<file path="src/rtl/univ_shift_counter_pkg.sv">
// ============================================================================
// Module  : usr_pkg
// Brief   : Mode encodings shared by the universal shift/counter register.
// Revision: 1.0 - initial release
// ============================================================================
`default_nettype none

package usr_pkg;

    localparam int MODE_W = 4;

    typedef enum logic [MODE_W-1:0] {
        MODE_HOLD    = 4'b0000,
        MODE_SHL     = 4'b0001,
        MODE_SHR     = 4'b0010,
        MODE_CLR     = 4'b0011,
        MODE_SET     = 4'b0100,
        MODE_CNT_UP  = 4'b0101,
        MODE_CNT_DN  = 4'b0110,
        MODE_LOAD    = 4'b0111,
        MODE_ROL1    = 4'b1000,
        MODE_ROR1    = 4'b1001,
        MODE_ASR     = 4'b1010,
        MODE_ROL_AMT = 4'b1011,
        MODE_SAT_UP  = 4'b1100,
        MODE_SAT_DN  = 4'b1101,
        MODE_RSV0    = 4'b1110,
        MODE_RSV1    = 4'b1111
    } mode_e;

endpackage

`default_nettype wire

</file>
<file path="src/rtl/univ_shift_counter_if.sv">
// ============================================================================
// Module  : univ_shift_counter_if
// Brief   : Control/data bundle between a driver and the shift/counter register.
// Revision: 1.0 - initial release
// ============================================================================
`default_nettype none

interface univ_shift_counter_if #(
    parameter int WIDTH = 8,
    parameter int AW    = $clog2(WIDTH)
);
    logic             en;
    logic [3:0]       A;
    logic [WIDTH-1:0] D;
    logic             RSI;
    logic             LSI;
    logic [AW-1:0]    amt;
    logic [WIDTH-1:0] Q;
    logic             SO;
    logic             CO;

    modport master (
        output en, A, D, RSI, LSI, amt,
        input  Q, SO, CO
    );

    modport slave (
        input  en, A, D, RSI, LSI, amt,
        output Q, SO, CO
    );
endinterface

`default_nettype wire

</file>
<file path="src/rtl/univ_shift_counter_barrel_rot.sv">
// ============================================================================
// Module  : usr_barrel_rot
// Brief   : Combinational rotate-left by a variable amount, plus departing bit.
// Revision: 1.0 - initial release
// ============================================================================
`default_nettype none

module usr_barrel_rot #(
    parameter int WIDTH = 8,
    parameter int AW    = $clog2(WIDTH)
) (
    input  wire logic [WIDTH-1:0] i_q,
    input  wire logic [AW-1:0]    i_amt,
    output logic      [WIDTH-1:0] o_rot,
    output logic                  o_out_bit
);
    logic [31:0]        w_sh;
    logic [2*WIDTH-1:0] w_dbl;
    logic [WIDTH:0]     w_top;

    assign w_sh  = 32'(i_amt) % 32'(WIDTH);
    assign w_dbl = {i_q, i_q} << w_sh;
    assign o_rot = w_dbl[2*WIDTH-1:WIDTH];

    // Bit WIDTH of the widened shift is the last bit pushed out: Q[WIDTH-sh], or 0 when sh=0
    assign w_top     = {1'b0, i_q} << w_sh;
    assign o_out_bit = w_top[WIDTH];
endmodule

`default_nettype wire

</file>
<file path="src/rtl/univ_shift_counter.sv">
// ============================================================================
// Module  : univ_shift_counter
// Brief   : 16-mode universal shift register / counter with registered SO/CO.
// Revision: 1.0 - initial release
// ============================================================================
`default_nettype none

module univ_shift_counter
    import usr_pkg::*;
#(
    parameter int WIDTH = 8,
    parameter int AW    = $clog2(WIDTH)
) (
    input  wire logic              Clk,
    input  wire logic              reset,
    univ_shift_counter_if.slave    bus
);
    logic [WIDTH-1:0] r_q;
    logic             r_so;
    logic             r_co;
    logic [WIDTH-1:0] w_rot;
    logic             w_rot_out;

    usr_barrel_rot #(
        .WIDTH (WIDTH),
        .AW    (AW)
    ) u_rot (
        .i_q       (r_q),
        .i_amt     (bus.amt),
        .o_rot     (w_rot),
        .o_out_bit (w_rot_out)
    );

    always_ff @(posedge Clk) begin
        if (reset) begin
            r_q  <= '0;
            r_so <= 1'b0;
            r_co <= 1'b0;
        end else begin
            r_co <= 1'b0;
            if (bus.en) begin
                case (bus.A)
                    MODE_SHL: begin
                        r_q  <= {r_q[WIDTH-2:0], bus.RSI};
                        r_so <= r_q[WIDTH-1];
                    end
                    MODE_SHR: begin
                        r_q  <= {bus.LSI, r_q[WIDTH-1:1]};
                        r_so <= r_q[0];
                    end
                    MODE_CLR:  r_q <= '0;
                    MODE_SET:  r_q <= '1;
                    MODE_CNT_UP: begin
                        r_q  <= r_q + WIDTH'(1);
                        r_co <= &r_q;
                    end
                    MODE_CNT_DN: begin
                        r_q  <= r_q - WIDTH'(1);
                        r_co <= ~|r_q;
                    end
                    MODE_LOAD: r_q <= bus.D;
                    MODE_ROL1: begin
                        r_q  <= {r_q[WIDTH-2:0], r_q[WIDTH-1]};
                        r_so <= r_q[WIDTH-1];
                    end
                    MODE_ROR1: begin
                        r_q  <= {r_q[0], r_q[WIDTH-1:1]};
                        r_so <= r_q[0];
                    end
                    MODE_ASR: begin
                        r_q  <= {r_q[WIDTH-1], r_q[WIDTH-1:1]};
                        r_so <= r_q[0];
                    end
                    MODE_ROL_AMT: begin
                        r_q  <= w_rot;
                        r_so <= w_rot_out;
                    end
                    // Saturating counters stop at the rail and never raise CO
                    MODE_SAT_UP: if (r_q != '1) r_q <= r_q + WIDTH'(1);
                    MODE_SAT_DN: if (r_q != '0) r_q <= r_q - WIDTH'(1);
                    default: ;
                endcase
            end
        end
    end

    assign bus.Q  = r_q;
    assign bus.SO = r_so;
    assign bus.CO = r_co;
endmodule

`default_nettype wire

</file>
<file path="src/flat_wrapper.sv">
// flat-port wrapper written by rule: the top's interface ports become plain ports
module univ_shift_counter_flat import usr_pkg::*;
#(
    parameter int WIDTH = 8,
    parameter int AW    = $clog2(WIDTH)
)
  (Clk, reset, bus_en, bus_A, bus_D, bus_RSI, bus_LSI, bus_amt, bus_Q, bus_SO, bus_CO);
  univ_shift_counter_if #(.WIDTH(WIDTH), .AW(AW)) bus_i ();
  input  wire logic Clk;
  input  wire logic reset;
  input wire logic [$bits(bus_i.en)-1:0] bus_en;
  input wire logic [$bits(bus_i.A)-1:0] bus_A;
  input wire logic [$bits(bus_i.D)-1:0] bus_D;
  input wire logic [$bits(bus_i.RSI)-1:0] bus_RSI;
  input wire logic [$bits(bus_i.LSI)-1:0] bus_LSI;
  input wire logic [$bits(bus_i.amt)-1:0] bus_amt;
  output wire logic [$bits(bus_i.Q)-1:0] bus_Q;
  output wire logic [$bits(bus_i.SO)-1:0] bus_SO;
  output wire logic [$bits(bus_i.CO)-1:0] bus_CO;
  assign bus_i.en = bus_en;
  assign bus_i.A = bus_A;
  assign bus_i.D = bus_D;
  assign bus_i.RSI = bus_RSI;
  assign bus_i.LSI = bus_LSI;
  assign bus_i.amt = bus_amt;
  assign bus_Q = bus_i.Q;
  assign bus_SO = bus_i.SO;
  assign bus_CO = bus_i.CO;
  univ_shift_counter #(.WIDTH(WIDTH), .AW(AW)) u_core (.Clk(Clk), .reset(reset), .bus(bus_i));
endmodule
</file>
<file path="config.mk">
export PLATFORM = sky130hd
export DESIGN_NAME = univ_shift_counter_flat
export DESIGN_NICKNAME = d
export VERILOG_FILES = /design/src/rtl/univ_shift_counter_pkg.sv /design/src/rtl/univ_shift_counter_if.sv /design/src/rtl/univ_shift_counter_barrel_rot.sv /design/src/rtl/univ_shift_counter.sv /design/src/flat_wrapper.sv
export SDC_FILE = /design/constraint.sdc
export NUM_CORES = 1
export LEC_CHECK = 0
export BUFFER_PORTS_ARGS = -buffer_cell sky130_fd_sc_hd__buf_2
export CAP_MARGIN = 20
export CORE_UTILIZATION = 30
export CTS_CLUSTER_DIAMETER = 100
export DETAILED_ROUTE_END_ITERATION = 6
export GPL_TIMING_DRIVEN = 0
export HOLD_SLACK_MARGIN = 0.1
export RECOVER_POWER = 100
export SYNTH_ARGS = -nofsm -noshare
export SYNTH_HDL_FRONTEND = slang
export SYNTH_SLANG_ARGS = --single-unit
</file>
<file path="constraint.sdc">
create_clock -name Clk -period 6.4 [get_ports Clk]
set_clock_uncertainty 0.05 [all_clocks]
set_input_delay 0.64 -clock Clk [delete_from_list [all_inputs] [get_ports Clk]]
set_output_delay 0.64 -clock Clk [all_outputs]
set_load 0.005 [all_outputs]
</file>
==> reports/metrics.cfg, run 1 <==
[outcome]
run_status = finished, final reports clean

[worst_setup_path]
critPathArrivalTime_ns = 3.69
timing_worst_setup_path_type = primary input to register
crit_slowest_cell = o21ai_0
critical_path_cell_by_cell = clkbuf_1, clkbuf_1, and3b_1, o21ai_0, inv_1, ha_1, a21o_1, a21oi_1, o21ai_0, xor2_1, a21oi_2, a2111oi_0
crit_path_max_incr_delay_ns = 0.57
required_ns = 6.48
critical_path_peak_fanout = 10
timing.critical_path.from_type = primary input
end_kind = register

[synthesis]
netlist-cell-type-count = 62
ys_seq_elements = 10
post_synthesis_instance_area_mm2 = 0.001799
synthArstFlopShare_pct = 0
synth-seq-area-share_pct = 11.13
synth-edff-count = 0
postSynth.topFlopCell = dfxtp_1
yosysWarningCount = 0
synthesis.nets = 270
syn_area_per_cell_um2 = 7.466
post_syn_instances = 241

[placed_design]
globalplace.congestion = 0.8988
hpwl_um = 4368
place.port_buffers = 28

[drt]
routed-wl-met3_um = 322
num_vias = 1964
wire_length_the_detailed_router_placed_on_met1_um = 2724
topRoutingLayerUsed = met4
drt-initial-drc-count = 203
drc = 0
detailedRoute.firstPassIterationCount = 5
vias_per_cell = 5.693
route.final.wire_length_um = 5738
met2RoutedLength_um = 2614
detail_route.wl_per_cell_um = 16.63
route.antenna.remaining_nets = 0

[cells_and_area]
layout.nets = 303
most_common_library_cell_in_the_layout_ignoring_fill_and_taps = nand2_1
layout.cells.most_common_list = 26 x nand2_1, 24 x buf_2, 22 x nor2_1
filler_cell_count = 615
final_layout_size_suffix_gt1_share_pct = 18.32
synthToLayoutAreaGrowth_pct = 13.91
antennaDiodeCount = 0

[global_route]
grt_max_degree = 12
grt.overflow.total = 0
global_route_wire_length_before_repair_um = 9777
antenna_found_initial = 0
number_of_global_route_vias_before_repair = 1903
combined_global_route_utilization_of_all_metal_layers_pct = 19.71

[power_and_ir_drop]
static-leakage-power_nw = 0.8915
vdd_ir_drop_max_uv = 66.27
pwr_density_cell_mw_per_mm2 = 146.1

[cts]
ctsRootBufferMaster = clkbuf_8
cts-root-to-sink-buffers = 2
cts.htree.levels = 1
hold_buffers = 0
cts_resized = 0
total_clock_buffers_created_by_cts = 3
worst_setup_hold_path_clk_slew_ns = 0.05
cts.sinks = 10
cts_tree = yes
cts_setup_buffers = 0
clk-insertion-delay-late_ns = 0.25

[worst_hold_path]
hold_class = register to register

[flow_run]
cap_violations = 0

[timing]
highest_achievable_clock_rate_mhz = 277.2
finalHoldViolCount = 0
min_period_ns = 3.608
timing.setup.tns_ns = 0
setup_violations = 0
post-route-period-util_pct = 56.37
maxSlewViolCount = 0
hold_ws_ns = 0.4854
worst_slew_margin_rel_pct = 53.64
grt_setup_unrepaired = false
actual_transition_at_the_worst_max_transition_pin_ns = 0.6881

[die]
std_cell_rows = 27
die_height_um = 79.45
die-width_um = 79.45
design.die.area_mm2 = 0.006312
floorplan.io_pins = 30
initial_utilization_pct = 31.89
placeableCoreArea_mm2 = 0.005642

==> metrics by stage <==
stage / power, mW / util (%) / worst slack (ns) / cells / cell area (um^2)
after global routing: 0.3181 / 36.33 / 2.499 / 345 / 2049
after floorplan: 0.1774 / - / 3.534 / 241 / 1799
after global placement: 0.2172 / 35.97 / 2.944 / 341 / 2029
after detailed placement: 0.2184 / 35.97 / 2.938 / 341 / 2029
final: 0.2994 / 36.33 / 2.792 / 345 / 2049
after CTS: 0.3030 / 36.95 / 3.173 / 345 / 2085
==> worst max-delay path, delay by kind of cell <==
| kind | cells | cell delay (ns) |
|---|---|---|
| AO/OA/AOI/OAI | 6 | 1.60 |
| buffers and inverters | 3 | 0.64 |
| adder cells (fa/ha/maj) | 1 | 0.36 |
| AND/OR/NAND/NOR | 1 | 0.25 |
| XOR/XNOR | 1 | 0.20 |
==> state kept, by name (all words and copies together), names as in the netlist <==
name,cells
u_core.bus.CO,1
u_core.bus.Q,8
u_core.bus.SO,1
==> cell type report <==
class / instances / area, um^2 / area share (%)
inverters: 10 / 37.54 / 1.831
repair buffers: 28 / 132.6 / 6.471
multi-input cells: 199 / 1371 / 66.91
clock buffers: 4 / 55.05 / 2.686
plain buffers: 22 / 162.7 / 7.936
flip-flops and latches: 10 / 200.2 / 9.768
well taps: 72 / 90.09 / 4.396
==> final timing paths <==
| check | to | depth (start not counted) | startpoint | slack, ns |
|---|---|---|---|---|
| max reg2reg | u_core.bus.Q[6] | 9 | u_core.bus.Q[0] | 3.72 |
| max | u_core.bus.Q[5] | 12 | bus_A[3] | 2.79 |
| min | u_core.bus.SO | 1 | u_core.bus.SO | 0.49 |
| min reg2reg | u_core.bus.SO | 1 | u_core.bus.SO | 0.49 |
==> synth_stat cells (all sizes together), types with 6 or more instances <==
cell,count,area (um^2)
o211ai,6,45.04
clkbuf,11,61.31
buf,11,116.4
nor3,7,35.03
nand3,9,45.04
dfxtp,10,200.2
nand2,26,97.59
o21ai,11,55.05
mux2i,13,130.1
ha,8,100.1
inv,10,37.54
nor2,22,82.58
a21oi,21,108.9
nand2b,7,43.79
==> power breakdown <==
group	internal [mW]	switching (mW)
clock network	0.0545	0.0303
logic	0.0601	0.0804
registers	0.0673	0.00688
total	0.182	0.118
==> kinds of logic after synthesis <==
family                   count (synthesis)  share of synthesized area (%)
AO/OA/AOI/OAI                           76                          30.67
XOR/XNOR                                 7                          3.408
adder cells (fa/ha/maj)                  9                          6.676
buffers and inverters                   32                          11.96
flip-flops                              10                          11.13
multiplexers                            17                          11.20
AND/OR/NAND/NOR                         90                          24.97
==> per-layer routing <==
layer / vias up / global-route usage, %
met1: 925 / 27.97
met5: - / 0
li1: 961 / -
met3: 8 / 2.514
met4: 0 / 4.364
met2: 70 / 31.37
Power figures use the tool's default switching activity.
==> inputs of run 2 (changes only) <==
==> constraint.sdc (replaced) <==
create_clock -name Clk -period 3.4 [get_ports Clk]
set_clock_uncertainty 0.05 [all_clocks]
set_input_delay 0.34 -clock Clk [delete_from_list [all_inputs] [get_ports Clk]]
set_output_delay 0.34 -clock Clk [all_outputs]
set_load 0.005 [all_outputs]
==> reports/metrics.cfg, run 2 (synthesis results as in run 1) <==
[outcome]
run_status = finished, final reports clean  ; unchanged

[cells_and_area]
most_common_library_cell_in_the_layout_ignoring_fill_and_taps = nand2_1  ; unchanged
filler_cell_count = 609  ; was 615
final_layout_size_suffix_gt1_share_pct = 19.78  ; was 18.32%
synthToLayoutAreaGrowth_pct = 15.09  ; was 13.91%
layout.cells.most_common_list = 26 x nand2_1, 25 x buf_2, 22 x nor2_1  ; was 26 x nand2_1, 24 x buf_2, 22 x nor2_1
layout.nets = 303  ; unchanged
finish.cell_count_without_fillers = 345  ; unchanged
antennaDiodeCount = 0  ; unchanged
max_reg_flops = 8  ; unchanged

[placed_design]
hpwl_um = 4368  ; unchanged
globalplace.congestion = 0.8988  ; unchanged
total_placed_cells_including_tap_cells = 341  ; unchanged
place.port_buffers = 28  ; unchanged

[flow_run]
cap_violations = 0  ; unchanged

[power_and_ir_drop]
pwr_density_cell_mw_per_mm2 = 273.5  ; was 146.1 mW/mm^2
static-leakage-power_nw = 0.9009  ; was 0.8915 nW
power.total_uw = 566.4  ; was 299.4 uW
vdd_ir_drop_max_uv = 126.8  ; was 66.27 uV

[cts]
cts.htree.levels = 1  ; unchanged
cts_setup_buffers = 0  ; unchanged
cts_tree = yes  ; unchanged
ctsRootBufferMaster = clkbuf_8  ; unchanged
cts-root-to-sink-buffers = 2  ; unchanged
total_clock_buffers_created_by_cts = 3  ; unchanged
worst_setup_hold_path_clk_slew_ns = 0.05  ; about the same
cts_resized = 0  ; unchanged
cts.sinks = 10  ; unchanged
clk-insertion-delay-late_ns = 0.24  ; was 0.25 ns
hold_buffers = 0  ; unchanged

[worst_setup_path]
timing.critical_path.from_type = primary input  ; unchanged
required_ns = 3.49  ; was 6.48 ns
r2r_cells = 9  ; unchanged
end_kind = register  ; unchanged
critical_path_peak_fanout = 10  ; unchanged
timing_worst_setup_path_type = primary input to register  ; unchanged
critPathArrivalTime_ns = 3.10  ; was 3.69 ns

[global_route]
number_of_global_route_vias_before_repair = 1903  ; unchanged
combined_global_route_utilization_of_all_metal_layers_pct = 19.71  ; unchanged
antenna_found_initial = 0  ; unchanged
grt.overflow.total = 0  ; unchanged
grt_max_degree = 12  ; unchanged
global_route_wire_length_before_repair_um = 9777  ; unchanged

[timing]
grt_setup_unrepaired = false  ; unchanged
min_period_ns = 3.006
hold_ws_ns = 0.3196  ; was 0.4854 ns
highest_achievable_clock_rate_mhz = 332.7
actual_transition_at_the_worst_max_transition_pin_ns = 0.5536  ; was 0.6881 ns
finalHoldViolCount = 0  ; unchanged
worst_slew_margin_rel_pct = 63.04  ; was 53.64%
timing.setup.tns_ns = 0  ; unchanged
post-route-period-util_pct = 88.40
setup_violations = 0  ; unchanged
maxSlewViolCount = 0  ; unchanged

[die]
placeableCoreArea_mm2 = 0.005642  ; unchanged
design.die.area_mm2 = 0.006312  ; unchanged
die_height_um = 79.45  ; unchanged
std_cell_rows = 27  ; unchanged
initial_utilization_pct = 31.89  ; unchanged
die-width_um = 79.45  ; unchanged
floorplan.io_pins = 30  ; unchanged

[drt]
num_vias = 1955  ; was 1964
route.final.wire_length_um = 5687  ; was 5738 um
vias_per_cell = 5.667  ; was 5.693
detailedRoute.firstPassIterationCount = 4  ; was 5
route.antenna.remaining_nets = 0  ; unchanged
drt-initial-drc-count = 167  ; was 203
drc = 0  ; unchanged
detail_route.wl_per_cell_um = 16.48  ; was 16.63 um

[worst_hold_path]
hold_class = primary input to register  ; was register to register
worstHoldPathCells = 3  ; was 1

run 2: cell types whose count changed in the layout (fill, tap and decap cells not counted), sizes merged:
cell / previous run / this run
buf: 31 / 33
clkbuf: 23 / 21
run 2: per-stage QoR:
step / setup slack, ns / util, % / area, um^2
finish: 0.3944 / 36.70 / 2071
global route: 0.1554 / 36.70 / 2071
detailed placement: 0.2377 / 35.97 / 2029
global placement: 0.2437 / 35.97 / 2029
floorplan: 0.8345 / - / 1799
CTS: 0.4728 / 36.95 / 2085
run 2: path summary, 6_finish.rpt:
check,startpoint,endpoint,slack (ns)
setup / recovery,bus_A[3],u_core.bus.Q[5],0.39
hold / removal,bus_en,u_core.bus.CO,0.32
setup reg to reg,u_core.bus.Q[0],u_core.bus.Q[6],0.73
hold reg to reg,u_core.bus.SO,u_core.bus.SO,0.49
run 2: area by class of cell:
cell class                      instances  area (um^2)  share of cell area [%]
Multi-Input combinational cell        199         1384                   66.83
Buffer                                 22        170.2                   8.217
Inverter                               10        37.54                   1.813
Timing Repair Buffer                   28        133.9                   6.465
Clock buffer                            4        55.05                   2.659
Sequential cell                        10        200.2                   9.668
Tap cell                               72        90.09                   4.350
run 2: power breakdown:
part	internal (mW)	leakage (nW)	switching (mW)
sequential	0.127	0.0819	0.0126
clock	0.102	0.0288	0.0547
combinational	0.116	0.790	0.154
run 2: worst max-delay path, stage by stage:
cell	delay [ns]
buf_2	0.12
clkbuf_1	0.19
and3b_1	0.24
o21ai_1	0.38
inv_1	0.26
ha_1	0.34
a21o_1	0.18
a21oi_1	0.27
o21ai_0	0.14
xor2_1	0.20
a21oi_2	0.09
a2111oi_2	0.34
run 2: layer usage:
layer  vias up  part of all wire, %  track usage [%]
met3         9                  6.2            2.514
met1       911                   47            27.97
li1        961                    -                -
met4         0                  1.6            4.364
met2        74                   45            31.37
met5         -                    0                0
